===== config.mk =====
export PLATFORM = sky130hd
export DESIGN_NAME = finger_run_counter
export DESIGN_NICKNAME = d
export VERILOG_FILES = /design/src/rtl/finger_run_counter.sv
export SDC_FILE = /design/constraint.sdc
export NUM_CORES = 1
export LEC_CHECK = 0
export ABC_AREA = 0
export CORE_MARGIN = 5
export CORE_UTILIZATION = 35
export DETAILED_ROUTE_END_ITERATION = 6
export RECOVER_POWER = 50
export SKIP_LAST_GASP = 1
export SYNTH_ARGS = -nofsm -noshare
export SYNTH_HDL_FRONTEND = slang
export SYNTH_SLANG_ARGS = --single-unit

===== constraint.sdc =====
create_clock -name clk -period 3.3 [get_ports clk]
set_input_delay 0.33 -clock clk [delete_from_list [all_inputs] [get_ports clk]]
set_output_delay 0.33 -clock clk [all_outputs]
set_load 0.02 [all_outputs]

===== src/rtl/finger_run_counter.sv =====
// Counts finger-width hand runs on one scan row above the latched palm; strobe lands one cycle after pixel (scan_row, hi).
// No backpressure: pixels are consumed whenever pix_valid is high, and state holds while it is low.
module finger_run_counter #(
    parameter int IMG_W         = 120,
    parameter int IMG_H         = 160,
    parameter int FINGER_OFFSET = 10,
    parameter int MARGIN        = 4,
    parameter int MIN_RUN       = 3,
    parameter int MAX_RUN       = 12,
    parameter int MAX_FINGERS   = 5
) (
    input  logic       clk,
    input  logic       rst,
    input  logic       frame_start,
    input  logic       pix_valid,
    input  logic       pix,
    input  logic [7:0] palm_r,
    input  logic [7:0] palm_c,
    input  logic [7:0] palm_w,
    input  logic       geom_valid,
    output logic [2:0] finger_count,
    output logic       count_valid,
    output logic       busy
);

    localparam int CW = $clog2(IMG_W);
    localparam int RW = $clog2(IMG_H);
    localparam logic [CW-1:0] COL_LAST   = CW'(IMG_W - 1);
    localparam logic [RW-1:0] ROW_LAST   = RW'(IMG_H - 1);
    localparam logic [9:0]    COL_LAST10 = 10'(IMG_W - 1);
    localparam logic [7:0]    OFS8       = 8'(FINGER_OFFSET);
    localparam logic [7:0]    MARGIN8    = 8'(MARGIN);
    localparam logic [7:0]    MIN8       = 8'(MIN_RUN);
    localparam logic [7:0]    MAX8       = 8'(MAX_RUN);
    localparam logic [2:0]    MAXF       = 3'(MAX_FINGERS);

    typedef enum logic [1:0] {
        ST_IDLE,
        ST_WAIT_ROW,
        ST_SCAN,
        ST_DONE
    } state_t;

    state_t        r_state;
    logic [RW-1:0] r_row;
    logic [CW-1:0] r_col;
    logic [7:0]    r_scan_row;
    logic [7:0]    r_lo;
    logic [7:0]    r_hi;
    logic [7:0]    r_run;
    logic [2:0]    r_cnt;
    logic [2:0]    r_finger_count;
    logic          r_count_valid;
    logic          r_busy;

    logic          w_fs;
    logic [RW-1:0] w_cur_row;
    logic [CW-1:0] w_cur_col;
    logic [RW-1:0] w_nxt_row;
    logic [CW-1:0] w_nxt_col;
    logic [7:0]    w_cur_row8;
    logic [7:0]    w_cur_col8;

    logic [9:0]    w_hi_sum;
    logic [7:0]    w_new_row;
    logic [7:0]    w_new_lo;
    logic [7:0]    w_new_hi;
    logic [7:0]    w_row_sel;
    logic [7:0]    w_lo_sel;
    logic [7:0]    w_hi_sel;
    logic          w_at_start;
    logic          w_at_hi;
    logic          w_in_win;
    logic          w_take;

    logic [7:0]    w_run_base;
    logic [2:0]    w_cnt_base;
    logic [7:0]    w_run_inc;
    logic [7:0]    w_run_close;
    logic [2:0]    w_cnt_inc;
    logic          w_is_finger;
    logic          w_do_close;
    logic [7:0]    w_run_nxt;
    logic [2:0]    w_cnt_nxt;

    // A frame_start pixel is always position (0,0), whatever the counters say.
    assign w_fs       = pix_valid & frame_start;
    assign w_cur_row  = w_fs ? '0 : r_row;
    assign w_cur_col  = w_fs ? '0 : r_col;
    assign w_cur_row8 = 8'(w_cur_row);
    assign w_cur_col8 = 8'(w_cur_col);

    always_comb begin
        w_nxt_col = w_cur_col + CW'(1);
        w_nxt_row = w_cur_row;
        if (w_cur_col == COL_LAST) begin
            w_nxt_col = '0;
            w_nxt_row = (w_cur_row == ROW_LAST) ? '0 : w_cur_row + RW'(1);
        end
    end

    always_ff @(posedge clk) begin
        if (rst) begin
            r_row <= '0;
            r_col <= '0;
        end else if (pix_valid) begin
            r_row <= w_nxt_row;
            r_col <= w_nxt_col;
        end
    end

    // Window edges are computed wide enough that palm_c + palm_w + MARGIN cannot wrap before clamping.
    assign w_hi_sum  = 10'(palm_c) + 10'(palm_w) + 10'(MARGIN);
    assign w_new_hi  = (w_hi_sum > COL_LAST10) ? 8'(IMG_W - 1) : w_hi_sum[7:0];
    assign w_new_row = (palm_r < OFS8)    ? 8'd0 : palm_r - OFS8;
    assign w_new_lo  = (palm_c < MARGIN8) ? 8'd0 : palm_c - MARGIN8;

    assign w_row_sel  = w_fs ? w_new_row : r_scan_row;
    assign w_lo_sel   = w_fs ? w_new_lo  : r_lo;
    assign w_hi_sel   = w_fs ? w_new_hi  : r_hi;
    assign w_at_start = (w_cur_row8 == w_row_sel) && (w_cur_col8 == w_lo_sel);
    assign w_at_hi    = (w_cur_col8 == w_hi_sel);
    assign w_in_win   = (w_cur_col8 >= r_lo);

    always_comb begin
        w_take = 1'b0;
        if (w_fs) begin
            w_take = geom_valid && w_at_start;
        end else if (pix_valid) begin
            w_take = ((r_state == ST_SCAN) && w_in_win) ||
                     ((r_state == ST_WAIT_ROW) && w_at_start);
        end
    end

    // The first window pixel always starts from a clean run and count.
    assign w_run_base = ((r_state == ST_SCAN) && !w_fs) ? r_run : 8'd0;
    assign w_cnt_base = ((r_state == ST_SCAN) && !w_fs) ? r_cnt : 3'd0;

    always_comb begin
        w_run_inc   = (w_run_base == 8'hFF) ? 8'hFF : w_run_base + 8'd1;
        w_run_close = pix ? w_run_inc : w_run_base;
        w_is_finger = (w_run_close >= MIN8) && (w_run_close <= MAX8);
        w_cnt_inc   = (w_cnt_base >= MAXF) ? MAXF : w_cnt_base + 3'd1;
        w_do_close  = w_at_hi || (!pix && (w_run_base != 8'd0));
        w_run_nxt   = w_do_close ? 8'd0 : w_run_close;
        w_cnt_nxt   = (w_do_close && w_is_finger) ? w_cnt_inc : w_cnt_base;
    end

    always_ff @(posedge clk) begin
        if (rst) begin
            r_state        <= ST_IDLE;
            r_scan_row     <= '0;
            r_lo           <= '0;
            r_hi           <= '0;
            r_run          <= '0;
            r_cnt          <= '0;
            r_finger_count <= '0;
            r_count_valid  <= 1'b0;
            r_busy         <= 1'b0;
        end else begin
            r_count_valid <= 1'b0;
            if (w_fs && geom_valid) begin
                r_scan_row <= w_new_row;
                r_lo       <= w_new_lo;
                r_hi       <= w_new_hi;
            end
            if (w_take) begin
                r_run <= w_run_nxt;
                r_cnt <= w_cnt_nxt;
                if (w_at_hi) begin
                    r_state        <= ST_DONE;
                    r_busy         <= 1'b0;
                    r_count_valid  <= 1'b1;
                    r_finger_count <= w_cnt_nxt;
                end else begin
                    r_state <= ST_SCAN;
                    r_busy  <= 1'b1;
                end
            end else if (w_fs) begin
                // A new frame always aborts whatever was in flight, without a strobe.
                r_run <= '0;
                r_cnt <= '0;
                if (geom_valid) begin
                    r_state <= ST_WAIT_ROW;
                    r_busy  <= 1'b1;
                end else begin
                    r_state <= ST_IDLE;
                    r_busy  <= 1'b0;
                end
            end else if (r_state == ST_DONE) begin
                r_state <= ST_IDLE;
                r_busy  <= 1'b0;
            end
        end
    end

    assign finger_count = r_finger_count;
    assign count_valid  = r_count_valid;
    assign busy         = r_busy;

endmodule


Word level (Yosys, flattened, before mapping)
Cells that the tools add are included.
Widths: inputs -> output; s select.
Word-level totals
  output and inout bits: 5
  register bits: 57
  input port bits: 30
Operators by class
  eq/ne operators: 9
  mux-type cells: 35
  reductions and logical operators: 18
  bitwise operators: 2
  add/subtract/negate cells: 8
  magnitude comparators: 7
Operators by type and width (number)
  $mux 8: 15
  $add 8x1->8 const B: 2
  $eq 7x8->1: 2
  $eq 8x8->1 const B: 2
  $mux 3: 5
  $mux 7: 2
  $add 9x3->10 const B: 1
  $gt 10x7->1 const B: 1
  $mux 1: 10
  $add 8x8->9: 1
  $logic_and 1x1->1: 9
  $eq 8x8->1: 1
  $ge 7x8->1: 1
  $ge 8x2->1 const B: 1
  $le 8x4->1 const B: 1
  $lt 8x3->1 const B: 1
  $lt 8x4->1 const B: 1
  $reduce_bool 8->1: 1
  $sub 8x3->8 const B: 1
  $sub 8x4->8 const B: 1
  $add 7x1->7 const B: 1
  $eq 7x7->1 const B: 1
  $mux 2: 3
  $eq 2x2->1 const B: 2
  other kinds (11): 13

Depth between registers and ports, before layout
Gate-level depths: netlist of the first run.
  depth after elaboration: 12
  gate-level depth with buffers: 14
  mapped depth without buffers: 13

Least setup slack after synthesis of the first run
Ideal clock, no wire load.
  kind: input to register
  from: in palm_c[1]
  to: reg r_cnt[0]
  cell stages on the path: 11
  buffers on the path: 0
  path slack: -0.281 ns
  arrival: 3.462 ns
  required time: 3.181 ns
  setup time: 0.119 ns
  cells stage by stage: ha_1 -> ha_1 -> fa_1 -> a211oi_2 -> o21ai_1 -> a211o_1 -> or4b_4 -> o41ai_4 -> nand3_1 -> or3_1 -> o221a_2
Between the ends
  word-level cells in the longest chain between the ends: 10
RTL lines
  start, declared: RTL line 18  | input logic [7:0] palm_c,
  $add 8x8->9, or another cell as far along: RTL line 113  | assign w_hi_sum = 10'(palm_c) + 10'(palm_w) + 10'(MARGIN);
  $add 9x3->10 / $mux 8 (equally long branches): RTL line 113, 116
  $gt 10x7->1 / $mux 8 (equally long branches): RTL line 114, 119
  $mux 8 / $eq 7x8->1 (equally long branches): RTL line 114, 121
  $mux 8 / $logic_and 1x1->1 (equally long branches): RTL line 120, 121
  $eq 7x8->1 / $logic_and 1x1->1 (equally long branches): RTL line 122, 131
  $logic_or 1x1->1, on equally long branches: RTL line 144, 130
  $logic_and 1x1->1 / $mux 1 (equally long branches): RTL line 146, 129
  $mux 3 / $mux 1 (equally long branches): RTL line 146, 127
  $mux 3 / $reduce_bool 2->1 (equally long branches)
  end signal, assigned: RTL line 169  | r_cnt <= w_cnt_nxt;
  end, declared: RTL line 51  | logic [2:0] r_cnt;
Several ways; a longest one is shown, not always the timed one.
A chain may end at the register's enable or synchronous reset.

Worst setup path after layout of the first run
  from: in palm_w[2]
  to: reg r_finger_count[1] (netlist: finger_count[1])
Between the ends
  word-level cells in the longest chain between the ends: 9
RTL lines
  start, declared: RTL line 19  | input logic [7:0] palm_w,
  $add 8x8->9 *: RTL line 113
  $add 9x3->10 *: RTL line 113
  $gt 10x7->1: RTL line 114  | assign w_new_hi = (w_hi_sum > COL_LAST10) ? 8'(IMG_W - 1) : w_hi_sum[7:0];
  $mux 8 *: RTL line 114
  $mux 8 *: RTL line 120  | assign w_hi_sel = w_fs ? w_new_hi : r_hi;
  $eq 7x8->1 *: RTL line 122  | assign w_at_hi = (w_cur_col8 == w_hi_sel);
  $logic_or 1x1->1: RTL line 144  | w_do_close = w_at_hi || (!pix && (w_run_base != 8'd0));
  $logic_and 1x1->1: RTL line 146  | w_cnt_nxt = (w_do_close && w_is_finger) ? w_cnt_inc : w_cnt_base;
  $mux 3: RTL line 146
  end signal, assigned: RTL line 174  | r_finger_count <= w_cnt_nxt;
  end, declared: RTL line 52  | logic [2:0] r_finger_count;
Mark *: on every way between the ends. The rest lies on a longest branch, timed or not.

==> results by group, run 1 <==
Critical path
  • CP max-delay cell: or4b_4
  • Worst Path Max Fanout: 4
  • Cell Chain, Critical Path: clkdlybuf4s15_1 -> inv_1 -> ha_4 -> inv_2 -> fa_2 -> a211oi_2 -> o21ai_1 -> a211o_1 -> or4b_4 -> o41ai_4 -> and3_4 -> mux2i_2 -> a211oi_1
  • CP endpoint: finger_count[1]
  • Worst R2R End: finger_count[1]
  • Crit-path max cell delay: 0.55 ns
  • Reg2Reg Setup Slack: about 0.43 ns
  • Critical Path AT: 3.42 ns
  • WS Path Type: in2reg
  • Critical Path RT: 3.50 ns
  • Reg-to-Reg Start: r_state[0]
  • CP Capture Type: flip-flop
  • CP Launch Point: palm_w[2]
  • Startpoint Class: primary input
  • R2R depth: 15

STA
  • Crit share post-route: 0.9766
  • RSZ-0062 raised after global routing: false
  • Final worst-path setup slack: a little under 0.08 ns
  • Worst-Margin Slew: 0.8315 ns
  • Final setup vio count: 0
  • FMAX: about 310 MHz
  • Clock period minus worst slack: 3.223 ns
  • Final hold viol count: 0
  • Slew headroom: 0.4457
  • Clock Skew: 0.002567 ns
  • Pins Over Slew Limit: 0

Synthesis
  • Most used DFF post-synth: dfxtp_1
  • Largest cells by area after synthesis: dfxtp_1, ha_1, nor2_1
  • Register area share after synthesis: 0.2750
  • Syn_nets: 595
  • Synth cell types: 65
  • Leading cell type by number of instances after synthesis: nor2_1
  • Mapped Area: between 0.004 and 0.005 mm2
  • Mapped Avg Cell Area: 7.770 um2
  • Synth area leader: dfxtp_1
  • Post-synth EDFFs: 0
  • Yosys top cell area share: 0.2750
  • Post-synthesis cell count: about 530
  • Fraction of registers with async set/reset: 0
  • Yosys warnings: 0
  • Commonest cells post-synth: nor2_1, dfxtp_1, nand2_1, ha_1, inv_1
  • #FFs+latches synth: 57

Power and ir drop
  • Internal: about 1.5 mW
  • Psw: 0.5217 mW
  • Comb pwr share: 0.231
  • Pleak: approximately 2.2 nW
  • Clock power frac: 0.406
  • Sw frac: 0.2617
  • Cell area power density: approximately 360 mW/mm2
  • Sequential Power Share: 0.363
  • VDD IR max: 0.0002095 V

Placement
  • DP HPWL: 8857 um
  • Post-Place Worst Slack: -0.7226 ns
  • I/O Buffers: 34
  • Placed instance area: 0.005100 mm2
  • GPL Wtd Cong: 0.8828

Global route
  • GRT overflow: 0
  • First-pass GRT wire length: roughly 20000 um
  • Initial antenna violation count: 0
  • GRT Util Overall: 0.1693
  • Vias in the first global route: 4229
  • Maximum number of pins on one net before global-route repair: 28

Routing
  • Via count: 4261
  • DRT iter0 DRCs: 205
  • Routed WL: 11780 um
  • Via density: 5.519
  • Pre-antenna DRT Iters: 4
  • DR WL/cell: between 15 and 20 um
  • Final ANT Viol Nets: 0
  • DRC violations left: 0

CTS
  • CTS H-tree lvls: 3
  • CTS Sinks: 57
  • Clock-pin slew on the worst setup and hold paths: 0.05 ns
  • CTS max path bufs: 2
  • CTS tree: built
  • Num CTS Buffers: 9
  • Clk_lat worst skew: 0.32 ns
  • Root Driver: clkbuf_16

Finish
  • Final nets: just under 700
  • Cell area after layout: 0.005547 mm2
  • Fillers: 1089
  • Layout cell share with drive strength beyond 1: 0.1971
  • Area grow syn2layout: 33.69%
  • Antenna diode count: 0
  • Final core utilization: 0.4816

Die
  • Core area: 0.01152 mm2
  • FP Rows: 39
  • Initial Util: 0.3603
  • Die ar.: 0.01413 mm2
  • Die H: 118.9 um
  • Chip width: between 100 and 150 um
  • # IOs: 35

Flow run
  • Max cap viols: 0

Outcome
  • Outcome: complete, no violations

Worst hold path
  • HP Class: in2reg
==> final cells by class <==
class | instances | area [um2] | share of cell area
Inverter | 30 | 112.6 | 0.02030
Multi-Input combinational cell | 421 | 2999 | 0.5407
Tap cell | 143 | 178.9 | 0.03226
Timing Repair Buffer | 106 | 857.1 | 0.1545
Sequential cell | 57 | 1141 | 0.2057
Clock buffer | 15 | 257.7 | 0.04647
==> critical path, delay by kind of cell <==
kind / cells / cell delay (ns)
compound gates: 5 / 1.11
fa+ha+maj: 2 / 0.61
simple gates: 2 / 0.85
buf+inv: 3 / 0.28
mux: 1 / 0.24
==> flip-flops by register name, summed over array words and instances, names as in the netlist <==
name and cells:
r_col 7, r_state 2, count_valid 1, finger_count 3, r_scan_row 8, busy 1
r_hi 8, r_row 8, r_lo 8, r_run 8, r_cnt 3
==> power groups by stage <==
stage               registers (mW)  clock network (mW)  logic, mW
floorplan                    0.730                   0      0.233
global placement             0.735                   0      0.402
detailed placement           0.736                   0      0.408
CTS                          0.722               0.825      0.449
global route                 0.724               0.859      0.509
finish                       0.723               0.810      0.460
==> per-stage QoR <==
step / hold slack [ns] / std cells / total power, mW / setup TNS, ns
after global routing: 0.3674 / 772 / 2.092 / 0
after detailed placement: 0.4643 / 752 / 1.144 / -11.05
final: 0.3580 / 772 / 1.994 / 0
after global placement: 0.4552 / 752 / 1.137 / -9.825
after CTS: 0.3560 / 772 / 1.997 / 0
after floorplan: 0.4406 / 534 / 0.9627 / 0
==> cell families after synthesis <==
logic type               share of synthesized area
AO/OA/AOI/OAI                               0.2021
flip-flops                                  0.2750
XOR/XNOR                                   0.07177
adder cells (fa/ha/maj)                    0.09771
buffers and inverters                      0.05247
AND/OR/NAND/NOR                             0.2889
multiplexers                               0.01206
==> worst min-delay path by stage <==
stage	start	end	slack (ns)	cells past startpoint
2_1_floorplan	r_cnt[1]	r_cnt[1]	0.44	2
3_3_place_gp	r_cnt[1]	r_cnt[1]	0.46	2
3_5_place_dp	finger_count[2]	finger_count[2]	0.46	2
4_1_cts	palm_c[1]	r_lo[1]	0.36	4
5_1_grt	palm_c[1]	r_lo[1]	0.37	4
6_report	palm_c[1]	r_lo[1]	0.36	4
==> layout by cell type, fill, tap and decap left out, drive strengths merged, types with 9 or more instances in the layout <==
master          n
a211oi          9
a21oi          23
a22oi          11
and2           14
buf            73
clkbuf         19
clkdlybuf4s50  17
dfxtp          57
ha             30
inv            30
nand2          35
nand2b          9
nand3          13
nand4          16
nor2           68
nor2b           9
nor3           29
o21ai          21
xnor2          26
==> metal layers <==
layer  wire, um  up-vias  global-route usage  part of all wire
met5          0        -                   0                 0
met4        229        0             0.06951             0.019
met3        386       24             0.02749             0.033
met2       5698       87              0.2892              0.48
met1       5468     2035              0.2127              0.46
li1           -     2115                   -                 -
==> timing repair <==
action	4_1_cts	5_1_grt
endpoints found under the setup margin	15	15
hold buffers	0	0
setup buffers	5	0
pin swaps	19	1
resized for setup	52	9
No activity file was read; power rests on OpenSTA's default activity.
==> run 2: changes to the inputs <==
--- a/config.mk
+++ b/config.mk
@@ -5,10 +5,12 @@
 export SDC_FILE = /design/constraint.sdc
 export NUM_CORES = 1
 export LEC_CHECK = 0
-export ABC_AREA = 0
+export ABC_AREA = 1
+export CORE_ASPECT_RATIO = 1.4
 export CORE_MARGIN = 5
 export CORE_UTILIZATION = 35
 export DETAILED_ROUTE_END_ITERATION = 6
+export PLACE_DENSITY = 0.56
 export RECOVER_POWER = 50
 export SKIP_LAST_GASP = 1
 export SYNTH_ARGS = -nofsm -noshare
==> run 2 against run 1 <==
Compared with the run above: cell area down 6.6%; synthesized area is 3.1% higher; count of clock-buffer cells in the layout decreased by 1; utilization fell by 4.6 points; die area is 3.0% higher; power about the same; maximum frequency up 9.1%; first-iteration DRC count fell by 19%; synthesized cell count rose by 23%; highest routed layer unchanged.
==> results by group, run 2 <==
Finish
  • Most frequent cells in the layout: nand2_1, inv_1, nor2_1
  • Final core utilization: 0.4360
  • Commonest non-fill, non-tap cell in the layout: nand2_1
  • Cell area after layout: just over 0.005 mm2
  • Final nets: about 770
  • Antenna diode count: 0
  • Final Non-Filler Cells: 858
  • Layout cell share with drive strength beyond 1: 0.08298
  • Area grow syn2layout: 21.09%

Placement
  • Post-Place Worst Slack: -0.09445 ns
  • Inst Count DP: 842
  • Placed instance area: around 0.005 mm2
  • I/O Buffers: 34
  • DP HPWL: ~8800 um
  • GPL Wtd Cong: 0.8602

STA
  • Final hold viol count: 0
  • FMAX: 338.6 MHz
  • Slew headroom: 0.4721
  • Setup TNS: 0 ns
  • Clock period minus worst slack: 2.953 ns
  • Clock Skew: 0.003375 ns
  • Final worst-path setup slack: approximately 0.35 ns
  • Crit share post-route: 0.8950
  • Worst-Margin Slew: 0.7870 ns
  • Final setup vio count: 0
  • Hold WS: 0.4622 ns
  • Pins Over Slew Limit: 0
  • RSZ-0062 raised after global routing: false

Critical path
  • Startpoint Class: primary input
  • Worst Path Max Fanout: 8
  • CP Launch Point: palm_c[1]
  • CP Capture Type: flip-flop
  • WS Path Type: in2reg
  • Critical Path RT: 3.55 ns
  • Reg-to-Reg Start: r_state[0]
  • Worst R2R End: finger_count[1]
  • Critical Path AT: ~3.2 ns
  • Crit-path max cell delay: ~0.42 ns
  • Reg2Reg Setup Slack: approximately 0.65 ns
  • Most used cell, CP: nand2_1
  • Cell Chain, Critical Path: clkdlybuf4s50_1 -> ha_1 -> ha_1 -> fa_1 -> nand2_1 -> nand2_1 -> nand2_1 -> nand2_1 -> nand2_1 -> nand3_1 -> nor2_1 -> nor3_2 -> nand3_1 -> nand3_2 -> inv_2 -> nand3_1 -> a21oi_1
  • CP endpoint: r_run[3]
  • R2R depth: 19
  • CP max-delay cell: clkdlybuf4s50_1

Die
  • Core area: 0.01188 mm2
  • Chip width: 103.4 um
  • Die ar.: 0.01456 mm2
  • Die H: 140.8 um
  • # IOs: 35
  • FP Rows: 47
  • Initial Util: 0.3600

CTS
  • Num CTS Buffers: 9
  • Hold_buf cts: 0
  • Clk_lat worst skew: 0.33 ns
  • CTS H-tree lvls: 3
  • CTS tree: built
  • CTS max path bufs: 2
  • Clock-pin slew on the worst setup and hold paths: roughly 0.05 ns
  • Root Driver: clkbuf_16
  • CTS Sinks: 57

Synthesis
  • Most used DFF post-synth: dfxtp_1
  • Post-synthesis cell count: 657
  • Mapped Area: 0.004277 mm2
  • Synth Area in Simple Gates: 0.3446
  • Adder-cell share of the synthesized area: 0.09245
  • Register area share after synthesis: 0.2668
  • Mapped Avg Cell Area: 6.509 um2
  • Post-synthesis compound-gate area fraction: 0.1498
  • Largest family of logic cells by synthesized area: simple AND/OR/NAND/NOR gates
  • Commonest cells post-synth: nand2_1, inv_1, nor2_1, dfxtp_1, nand3_1
  • Leading cell type by number of instances after synthesis: nand2_1
  • Syn_nets: 718
  • #FFs+latches synth: 57
  • Synth cell types: 46
  • Largest cells by area after synthesis: dfxtp_1, nand2_1, inv_1
  • Mux contribution to synthesized area: 0
  • Synth area leader: dfxtp_1
  • Post-Synth XOR/XNOR Area: 0.03891
  • Yosys top cell area share: 0.2668
  • Fraction of registers with async set/reset: 0
  • Post-synth EDFFs: 0
  • Yosys warnings: 0

Global route
  • GRT overflow: 0
  • Vias in the first global route: 4207
  • Maximum number of pins on one net before global-route repair: 39
  • Initial antenna violation count: 0
  • First-pass GRT wire length: 18660 um
  • GRT Util Overall: 0.1591

Routing
  • DR WL/cell: 12.90 um
  • Final ANT Viol Nets: 0
  • DRC violations left: 0
  • Routed WL: ~11000 um
  • Via count: 4289
  • Via density: 4.999
  • DRT iter0 DRCs: 166
  • Pre-antenna DRT Iters: 5
  • Met2 WL: 5723 um
  • Metal-1 WL: 4683 um
  • Highest routed metal layer: met4
  • Met3 wire length: 335 um

Power and ir drop
  • Final Power: 1.992 mW
  • VDD IR max: roughly 0.00017 V
  • Cell area power density: 384.6 mW/mm2
  • Pleak: 2.390 nW

Worst hold path
  • HP Class: reg2reg
  • Cell count of the worst hold path: 2

Flow run
  • Max cap viols: 0

Outcome
  • Outcome: complete, no violations
## run 2: changes by cell type in the layout (fill, tap and decap cells not counted), moves of 23 or more
| cell | previous run | this run |
|---|---|---|
| nand2_1 | 34 | 146 |
| inv_1 | 28 | 100 |
| buf_4 | 67 | 18 |
| nand3_1 | 12 | 57 |
| a21oi_1 | 21 | 51 |
| nor3_1 | 29 | 6 |
## run 2: kinds of logic (layout without fill, tap and decap cells)
logic type                 after synthesis  in the layout
adders and majority gates               31             31
xor gates and xnor gates                19             19
buffers and inverters                  119            173
DFF                                     57             57
AOI/OAI and AO/OA                      114            114
and+or+nand+nor                        317            317
## run 2: worst max-delay path, delay by kind of cell
kind / cells / cell delay [ns]
buf+inv: 2 / 0.61
simple gates: 11 / 1.17
compound gates: 1 / 0.14
fa+ha+maj: 3 / 0.93
## run 2: layout make-up
type | count | area (um2)
tap | 147 | 183.9
multi-input combinational | 481 | 2686
timing repair buffer | 53 | 480.5
clock inverter | 2 | 10.01
clock buffer | 14 | 284.0
inverter | 104 | 392.9
fill | 1268 | 6700
sequential | 57 | 1141
## run 2: metal layers
metal / up-vias / track usage
met5: - / 0
met4: 0 / 0.06821
met3: 24 / 0.03065
met2: 76 / 0.2873
met1: 1941 / 0.1759
li1: 2248 / -
## run 2: how the worst min path moves through the flow
stage,from,end,slack [ns]
after CTS,r_cnt[0],r_cnt[0],0.46
final,r_cnt[0],r_cnt[0],0.46
after detailed placement,r_cnt[0],r_cnt[0],0.46
after global routing,r_hi[7],r_hi[7],0.49
after floorplan,r_hi[7],r_hi[7],0.44
after global placement,r_hi[7],r_hi[7],0.45
## run 2: timing repair
item,4_1_cts,5_1_grt
endpoints found under the setup margin,0,11
resized for setup,0,3
buffers inserted,0,0
## run 2: where the power goes
part	leakage, nW	total [mW]	internal [mW]	switching [mW]
sequential	0.463	0.724	0.710	0.0142
combinational	1.78	0.374	0.151	0.223
clock	0.149	0.894	0.586	0.307
